File: src/rtl/data_island_packet_scheduler.sv
// Data-island packet scheduler: arbitrates ACR, audio and three infoframes onto a
// single packet slot each time packet_enable opens one, with a bounded audio burst.
module data_island_packet_scheduler #(
    parameter int AUDIO_BURST_MAX = 4
) (
    input  logic         clk_pixel,
    input  logic         reset,
    input  logic         frame_start,
    input  logic         packet_enable,
    input  logic         acr_req,
    input  logic [23:0]  acr_header,
    input  logic [223:0] acr_sub,
    input  logic         aud_req,
    input  logic [23:0]  aud_header,
    input  logic [223:0] aud_sub,
    input  logic [71:0]  if_header,
    input  logic [671:0] if_sub,
    output logic [23:0]  header,
    output logic [223:0] sub,
    output logic [2:0]   pkt_type,
    output logic         acr_ack,
    output logic         aud_ack,
    output logic [2:0]   if_sent,
    output logic         if_overrun
);

    typedef enum logic [2:0] {
        PKT_NULL = 3'd0,
        PKT_ACR  = 3'd1,
        PKT_AUD  = 3'd2,
        PKT_IF0  = 3'd3,
        PKT_IF1  = 3'd4,
        PKT_IF2  = 3'd5
    } pkt_t;

    localparam logic [3:0] BURST_MAX = 4'(AUDIO_BURST_MAX);

    logic       acr_pending;
    logic [2:0] if_pending;
    logic [3:0] aud_streak;
    logic [1:0] rr_last;

    logic         if_any_p0;
    logic [1:0]   if_idx_p0;
    pkt_t         sel_type_p0;
    logic [23:0]  sel_header_p0;
    logic [223:0] sel_sub_p0;
    logic         grant_acr_p0;
    logic         grant_aud_p0;
    logic         grant_if_p0;

    // First pending infoframe at or after (last+1) mod 3, wrapping around.
    function automatic logic [1:0] rr_pick(input logic [2:0] pend, input logic [1:0] last);
        logic [1:0] start;
        logic [1:0] cand;
        logic       found;
        rr_pick = 2'd0;
        found   = 1'b0;
        start   = (last == 2'd2) ? 2'd0 : last + 2'd1;
        for (int k = 0; k < 3; k++) begin
            cand = start + 2'(k);
            if (cand > 2'd2) cand = cand - 2'd3;
            if (!found && pend[cand]) begin
                rr_pick = cand;
                found   = 1'b1;
            end
        end
    endfunction

    // Stage p0: arbitration on the pending state registered before this cycle
    assign if_any_p0 = |if_pending;
    assign if_idx_p0 = rr_pick(if_pending, rr_last);

    always_comb begin
        sel_type_p0   = PKT_NULL;
        sel_header_p0 = '0;
        sel_sub_p0    = '0;
        if (acr_pending) begin
            sel_type_p0   = PKT_ACR;
            sel_header_p0 = acr_header;
            sel_sub_p0    = acr_sub;
        end else if ((if_any_p0 && aud_streak == BURST_MAX) || (!aud_req && if_any_p0)) begin
            case (if_idx_p0)
                2'd0: begin
                    sel_type_p0   = PKT_IF0;
                    sel_header_p0 = if_header[23:0];
                    sel_sub_p0    = if_sub[223:0];
                end
                2'd1: begin
                    sel_type_p0   = PKT_IF1;
                    sel_header_p0 = if_header[47:24];
                    sel_sub_p0    = if_sub[447:224];
                end
                default: begin
                    sel_type_p0   = PKT_IF2;
                    sel_header_p0 = if_header[71:48];
                    sel_sub_p0    = if_sub[671:448];
                end
            endcase
        end else if (aud_req) begin
            sel_type_p0   = PKT_AUD;
            sel_header_p0 = aud_header;
            sel_sub_p0    = aud_sub;
        end
    end

    assign grant_acr_p0 = packet_enable && (sel_type_p0 == PKT_ACR);
    assign grant_aud_p0 = packet_enable && (sel_type_p0 == PKT_AUD);
    assign grant_if_p0  = packet_enable && (sel_type_p0 >= PKT_IF0);

    // Stage p1: registered packet outputs and pending/arbitration state
    always_ff @(posedge clk_pixel) begin
        if (reset) begin
            header      <= '0;
            sub         <= '0;
            pkt_type    <= '0;
            acr_ack     <= 1'b0;
            aud_ack     <= 1'b0;
            if_sent     <= '0;
            if_overrun  <= 1'b0;
            acr_pending <= 1'b0;
            if_pending  <= '0;
            aud_streak  <= '0;
            rr_last     <= 2'd2;
        end else begin
            acr_ack    <= grant_acr_p0;
            aud_ack    <= grant_aud_p0;
            if_sent    <= grant_if_p0 ? (3'b001 << if_idx_p0) : 3'b000;
            if_overrun <= frame_start && if_any_p0;

            // A new request on the grant cycle wins over the clear.
            if (acr_req)
                acr_pending <= 1'b1;
            else if (grant_acr_p0)
                acr_pending <= 1'b0;

            if (frame_start)
                if_pending <= 3'b111;
            else if (grant_if_p0)
                if_pending <= if_pending & ~(3'b001 << if_idx_p0);

            if (!if_any_p0)
                aud_streak <= '0;
            else if (grant_aud_p0)
                aud_streak <= (aud_streak < BURST_MAX) ? aud_streak + 4'd1 : aud_streak;
            else if (packet_enable)
                aud_streak <= '0;

            if (grant_if_p0)
                rr_last <= if_idx_p0;

            if (packet_enable) begin
                header   <= sel_header_p0;
                sub      <= sel_sub_p0;
                pkt_type <= sel_type_p0;
            end
        end
    end

endmodule

File: config.mk
export PLATFORM = sky130hd
export DESIGN_NAME = data_island_packet_scheduler
export DESIGN_NICKNAME = d
export VERILOG_FILES = /design/src/rtl/data_island_packet_scheduler.sv
export SDC_FILE = /design/constraint.sdc
export NUM_CORES = 1
export LEC_CHECK = 0
export ABC_CLOCK_PERIOD_IN_PS = 4400
export BUFFER_PORTS_ARGS = -buffer_cell sky130_fd_sc_hd__buf_2
export CAP_MARGIN = 20
export CORE_AREA = 2 2 582 584
export CTS_BUF_LIST = sky130_fd_sc_hd__clkbuf_2 sky130_fd_sc_hd__clkbuf_4 sky130_fd_sc_hd__clkbuf_8
export DETAILED_ROUTE_END_ITERATION = 7
export DIE_AREA = 0 0 584 586
export HOLD_SLACK_MARGIN = 0.06
export PLACE_DENSITY = 0.3
export SYNTH_ARGS = -nofsm -noshare
export SYNTH_HDL_FRONTEND = slang
export SYNTH_SLANG_ARGS = --single-unit
File: constraint.sdc
create_clock -name clk_pixel -period 4.4 [get_ports clk_pixel]
set_input_delay 0.88 -clock clk_pixel [delete_from_list [all_inputs] [get_ports clk_pixel]]
set_output_delay 0.88 -clock clk_pixel [all_outputs]
set_load 0.005 [all_outputs]
==> flow_summary_export.csv, run 1 <==
group,metric,value,unit
global_routing,grt_pass1_wl,322000,um
drt,first_iter_violations,1928,
timing,max_freq,0.345,GHz
worst_setup_path,crit_required,5.13,ns
power_and_ir_drop,p_int,5.84,mW
yosys,synth_top_area_share,29.7,%
run,drv_cap,0,
timing,min_period_over_period,66.0,%
global_routing,antenna_found_initial,356,
yosys,ys_types,46,
worst_setup_path,critPathCaptureType,"register",
status,status,"complete, no violations",
global_routing,grt_remaining_overflow,0,
timing,finalSetupViolCount,0,
timing,slew_headroom,26.3,%
yosys,synth_top_flop_cell,"dfxtp_1",
timing,tns,0,ns
timing,hold_violations,0,
global_routing,track_usage,14.9,%
worst_setup_path,path_class,"reg2reg",
clocking,cts_htree_levels,3,
yosys,synth_warnings,0,
global_routing,grt_max_degree,98,
yosys,synth_nets,3089,
clocking,insertion_delay,0.89,ns
clocking,postCtsSetupBuffers,0,
clocking,hold_buffers,0,
finish,multi_input_area,0.0113,sq mm
yosys,synth_top_cell_by_area,"dfxtp_1",
hold_path,hold_class,"in2reg",
clocking,cts_buffer_depth,4,
yosys,yosysSeqAreaShare,29.7,%
drt,viasPerCell,3.29,
yosys,syn_area_per_cell,9.77,sq um
power_and_ir_drop,p_sw_share,39.5,%
timing,worst_slew_pin_slew,1.10,ns
die,die-width,584,um
timing,slew_violations,0,
drt,wire_per_inst,34.3,um
global_routing,first_global_vias,25400,
die,rows,213,
yosys,async_flop_share,0,%
place,portBuffers,1502,
worst_setup_path,arrival,3.63,ns
yosys,synthTopCellsByArea,"dfxtp_1, a211oi_2, o31ai_2",
power_and_ir_drop,pwr-share-seq,29.0,%
clocking,cts_tree,"done",
clocking,post_cts_resized,0,
place,dpl-instance-area,0.0305,sq mm
power_and_ir_drop,netSwitchingPower,3.81,mW
worst_setup_path,critPathLaunchType,"register",
drt,first_pass_iters,7,
clocking,cts.clk_slew.worst_paths,0.07,ns
clocking,clockRootBuffer,"clkbuf_8",
timing,skew,0.102,ns
power_and_ir_drop,combPwrFrac,33.1,%
timing,fin_crit,2.90,ns
drt,routed_wirelength,269000,um
power_and_ir_drop,clkPwrFrac,38.0,%
finish,syn_to_final_growth,79.8,%
drt,ant_nets,0,
clocking,cts_sinks,267,
drt,drcViolationCount,0,
die,dieArea,0.342,sq mm
place,routabilityCongestion,0.944,
clocking,numCtsBuffers,72,
die,io-pin-count,1503,
die,coreArea,0.336,sq mm
timing,hold_ws,0.212,ns
finish,layout-drive-gt1-share,62.9,%
finish,regArea,0.00535,sq mm
place,dp_hpwl,236000,um
finish,design_area,0.0323,sq mm
finish,final_core_util,9.63,%
worst_setup_path,crit_fanout,66,
drt,dr_total_vias,25800,
power_and_ir_drop,ir_worst_vdd,0.141,mV
yosys,synth_edf_count,0,
yosys,synthCells,1841,
die,initial_core_util,5.36,%
yosys,syn_area,0.0180,sq mm
timing,rsz0062_at_grt,"false",
power_and_ir_drop,powerDensity,298,mW/mm^2
power_and_ir_drop,power,9.65,mW
finish,nets,4496,
finish,nFillCells,39400,
power_and_ir_drop,total_leakage_power,12.8,nW
die,die_h,586,um
yosys,synth_seq_cells,267,
critical path, stage by stage (launching register included):
cell,delay [ns]
dfxtp_1,0.51
a2bb2oi_2,0.29
nand2_8,0.41
buf_12,0.36
a22o_1,0.22
a211oi_1,0.75
o31ai_1,0.12
cells in the final DEF (no fill, tap or decap), types with 3 or more instances in the layout:
master and count:
a211oi_1 60, a211oi_2 178, a21o_1 6, a21oi_1 246
a221oi_1 6, a222oi_1 5, a22o_1 237, a22oi_1 248
and2_1 3, and3_1 3, buf_12 19, buf_2 1501
buf_4 62, clkbuf_4 20, clkbuf_8 86, clkinv_2 3
dfxtp_1 267, diode_2 148, inv_1 4, nand2_1 26
nor2_1 13, o211ai_1 6, o21ai_0 4, o221ai_1 5
o22ai_1 7, o31ai_1 60, o31ai_2 178
flip-flops by register name (all words and copies together) (netlist names):
register     cells
acr_pending      1
acr_ack          1
rr_last          2
aud_ack          1
if_pending       3
sub            224
if_sent          3
aud_streak       4
pkt_type         3
header          24
if_overrun       1
per-layer routing:
metal / part of all wire, % / global-route usage [%] / up-vias / routed length (um)
met4: 4.3 / 5.58 / 208 / 11600
met3: 14 / 8.52 / 653 / 38200
met2: 44 / 23.7 / 1821 / 119000
met1: 37 / 16.5 / 12500 / 98600
li1: - / - / 10700 / -
met5: 0.52 / 0 / - / 1400
power groups by stage:
| stage | Clock, mW | Sequential, mW | Combinational, mW |
|---|---|---|---|
| floorplan | 0 | 2.79 | 1.36 |
| global placement | 0 | 2.83 | 3.25 |
| detailed placement | 0 | 2.83 | 3.25 |
| CTS | 3.84 | 2.79 | 3.26 |
| global route | 3.90 | 2.81 | 3.36 |
| finish | 3.66 | 2.79 | 3.19 |
area by class of cell:
cell class,count,area share (%)
Timing Repair Buffer,1583,25.9
Sequential cell,267,16.5
Inverter,5,0.0580
Multi-Input combinational cell,1319,34.9
Clock buffer,106,4.12
Tap cell,4407,17.0
Antenna cell,148,1.15
Clock inverter,6,0.282
stage by stage:
step	setup WS, ns	instances
after floorplan	2.27	1841
after global placement	1.11	7581
after detailed placement	1.03	7581
after CTS	1.50	7693
after global routing	1.42	7748
final	1.50	7841
logic make-up after synthesis:
kind of cell               Yosys count  share of synthesized area [%]
AOI/OAI and AO/OA                 1257                           60.8
DFF                                267                           29.7
buffers and inverters              255                           7.76
and+or+nand+nor                     60                           1.61
adders and majority gates            2                          0.139
path summary, 6_finish.rpt:
| kind | startpoint | to | slack [ns] | depth (start not counted) |
|---|---|---|---|---|
| worst max register to register | if_pending[1] | sub[102] | 1.50 | 6 |
| worst max-delay path | if_pending[1] | sub[102] | 1.50 | 6 |
| worst min-delay path | aud_sub[117] | sub[117] | 0.21 | 3 |
| worst min register to register | pkt_type[1] | pkt_type[1] | 0.47 | 2 |
synthesized netlist by cell type, drive strengths merged (6+ instances only):
cell	instances
nand2	27
a211oi	238
a21oi	247
a221oi	6
dfxtp	267
o22ai	7
o211ai	6
a22oi	248
o31ai	238
a22o	237
buf	136
clkbuf	114
a21o	7
nor2	14
(Power assumes the default switching activity.)
==> run 2: changes to the inputs <==
--- a/config.mk
+++ b/config.mk
@@ -5,7 +5,7 @@
 export SDC_FILE = /design/constraint.sdc
 export NUM_CORES = 1
 export LEC_CHECK = 0
-export ABC_CLOCK_PERIOD_IN_PS = 4400
+export ABC_CLOCK_PERIOD_IN_PS = 2350
 export BUFFER_PORTS_ARGS = -buffer_cell sky130_fd_sc_hd__buf_2
 export CAP_MARGIN = 20
 export CORE_AREA = 2 2 582 584
==> constraint.sdc (replaced) <==
create_clock -name clk_pixel -period 2.35 [get_ports clk_pixel]
set_input_delay 0.47 -clock clk_pixel [delete_from_list [all_inputs] [get_ports clk_pixel]]
set_output_delay 0.47 -clock clk_pixel [all_outputs]
set_load 0.005 [all_outputs]
==> flow_summary_export.csv, run 2 (synthesized netlist as in run 1, its figures left out) <==
group,metric,value,unit
place,dp_hpwl,240000,um
clocking,cts_tree,"done",
power_and_ir_drop,pwr-share-seq,25.7,%
timing,fin_crit,2.37,ns
drt,dr_total_vias,30700,
finish,nets,5763,
timing,min_period_over_period,101,%
timing,slew_violations,0,
place,dpl-instance-area,0.0318,sq mm
place,routabilityCongestion,0.934,
die,die_h,586,um
worst_setup_path,rr_startpoint,"rr_last[0]",
timing,max_freq,0.423,GHz
power_and_ir_drop,combPwrFrac,40.8,%
power_and_ir_drop,ir_worst_vdd,0.308,mV
die,coreArea,0.336,sq mm
drt,drcViolationCount,0,
global_routing,antenna_found_initial,329,
timing,rsz0062_at_grt,"true",
die,io-pin-count,1503,
worst_setup_path,crit_required,3.10,ns
status,violations,"negative setup slack",
worst_setup_path,cp.depth,6,
worst_setup_path,worstPathCellList,"inv_1, o211a_4, buf_12, a222oi_1, buf_4, o221ai_1",
finish,top_register,"sub",
power_and_ir_drop,powerDensity,450,mW/mm^2
clocking,postCtsSetupBuffers,0,
worst_setup_path,arrival,3.11,ns
finish,syn_to_final_growth,151,%
global_routing,track_usage,15.2,%
global_routing,grt_remaining_overflow,0,
drt,wire_per_inst,30.1,um
timing,slew_headroom,38.8,%
power_and_ir_drop,clkPwrFrac,33.5,%
run,drv_cap,0,
power_and_ir_drop,p_sw_share,39.3,%
clocking,clockRootBuffer,"clkbuf_8",
timing,hold_violations,0,
die,dieArea,0.342,sq mm
worst_setup_path,path_delay_family,"compound AO/OA/AOI/OAI gates",
clocking,cts.clk_slew.worst_paths,0.06,ns
worst_setup_path,r2r_slack,-0.02,ns
drt,routed_wirelength,273000,um
power_and_ir_drop,total_leakage_power,18.3,nW
worst_setup_path,worst-path-buf-inv,3,
worst_setup_path,critPathCaptureType,"register",
global_routing,grt_max_degree,101,
finish,reg_top3,"sub: 224 flops, header: 24 flops, aud_streak: 4 flops",
place,portBuffers,1502,
global_routing,first_global_vias,31400,
finish,final_cell_mix,"buf_2, dlygate4sd3_1, dfxtp_1",
timing,worst_slew_pin_slew,0.918,ns
power_and_ir_drop,p_int,12.3,mW
drt,first_pass_iters,5,
worst_setup_path,crit_fanout,55,
worst_setup_path,critPathLaunchType,"register",
die,die-width,584,um
drt,ant_nets,0,
finish,final_common_cell,"buf_2",
power_and_ir_drop,power,20.3,mW
die,initial_core_util,5.36,%
worst_setup_path,path_class,"reg2reg",
finish,largest_reg_flops,224,
die,rows,213,
power_and_ir_drop,netSwitchingPower,7.97,mW
drt,viasPerCell,3.38,
worst_setup_path,rr_worst_depth,6,
worst_setup_path,max_stage_delay,0.86,ns
drt,first_iter_violations,1989,
status,status,"finished, violations left",
clocking,cts_buffer_depth,4,
worst_setup_path,r2r-end,"sub[82]",
hold_path,hold_class,"in2reg",
clocking,cts_htree_levels,3,
timing,worst_slack,-0.0152,ns
timing,finalSetupViolCount,1,
clocking,insertion_delay,0.88,ns
worst_setup_path,crit_path_top_delay_cell,"a222oi_1",
finish,layout-drive-gt1-share,47.9,%
finish,design_area,0.0451,sq mm
hold_path,hp-start,"if_sub[405]",
worst_setup_path,crit_end,"sub[82]",
finish,nFillCells,38500,
clocking,numCtsBuffers,71,
clocking,cts_sinks,267,
timing,skew,0.0865,ns
global_routing,grt_pass1_wl,337000,um
worst_setup_path,cp-startpoint,"rr_last[0]",
-- run 2: worst min-delay path by stage --
stage,endpoint,depth (start not counted)
4_1_cts,sub[181],4
3_3_place_gp,pkt_type[1],2
2_1_floorplan,pkt_type[1],2
3_5_place_dp,pkt_type[1],2
6_report,sub[181],4
5_1_grt,sub[29],4
-- run 2: per-layer routing --
metal / vias to the layer above / wire length (um) / share of wire, % / GRT usage (%)
li1: 13200 / - / - / -
met1: 14800 / 112000 / 41 / 18.3
met2: 1885 / 120000 / 44 / 24.0
met3: 603 / 27200 / 10 / 5.96
met4: 202 / 13000 / 4.8 / 6.03
met5: - / 1340 / 0.49 / 0
-- run 2: layout make-up --
cell class / instances / area (sq um) / share of cell area [%]
well taps: 4407 / 5510 / 12.2
clock buffers: 98 / 1260 / 2.80
flip-flops and latches: 267 / 5350 / 11.9
clock inverters: 11 / 121 / 0.269
inverters: 5 / 18.8 / 0.0416
diodes: 128 / 320 / 0.710
repair buffers: 2851 / 21200 / 47.0
multi-input cells: 1319 / 11300 / 25.1
-- run 2: power by group through the flow --
stage | Clock, mW | Sequential (mW) | Combinational (mW)
final | 6.79 | 5.22 | 8.28
after global routing | 7.27 | 5.25 | 8.72
after CTS | 7.18 | 5.21 | 8.42
after detailed placement | 0 | 5.30 | 6.37
after global placement | 0 | 5.30 | 6.37
after floorplan | 0 | 5.23 | 2.55
-- run 2: through the flow --
step | hold WS, ns | utilization (%) | setup TNS (ns) | instances | setup WS (ns)
finish | 0.179 | 13.4 | -0.0152 | 9086 | -0.0152
global placement | 0.455 | 9.46 | -0.106 | 7693 | -0.0770
global route | 0.109 | 13.4 | -0.0114 | 9021 | -0.0114
floorplan | 0.462 | - | 0 | 1841 | 0.627
detailed placement | 0.458 | 9.46 | 0 | 7693 | 0.00000933
CTS | 0.0603 | 13.3 | 0 | 8958 | 0.0190
-- run 2: what timing repair did --
item	CTS	global route
endpoints found under the setup margin	4	20
resized for setup	4	9
pin swaps	0	2
endpoints found under the hold margin	257	0
hold buffers	1156	0
-- run 2: worst register-to-register path, delay by kind of cell, from the launching register on --
kind | cells | cell delay [ns]
buf+inv | 3 | 0.52
compound gates | 3 | 1.36
flops | 1 | 0.36
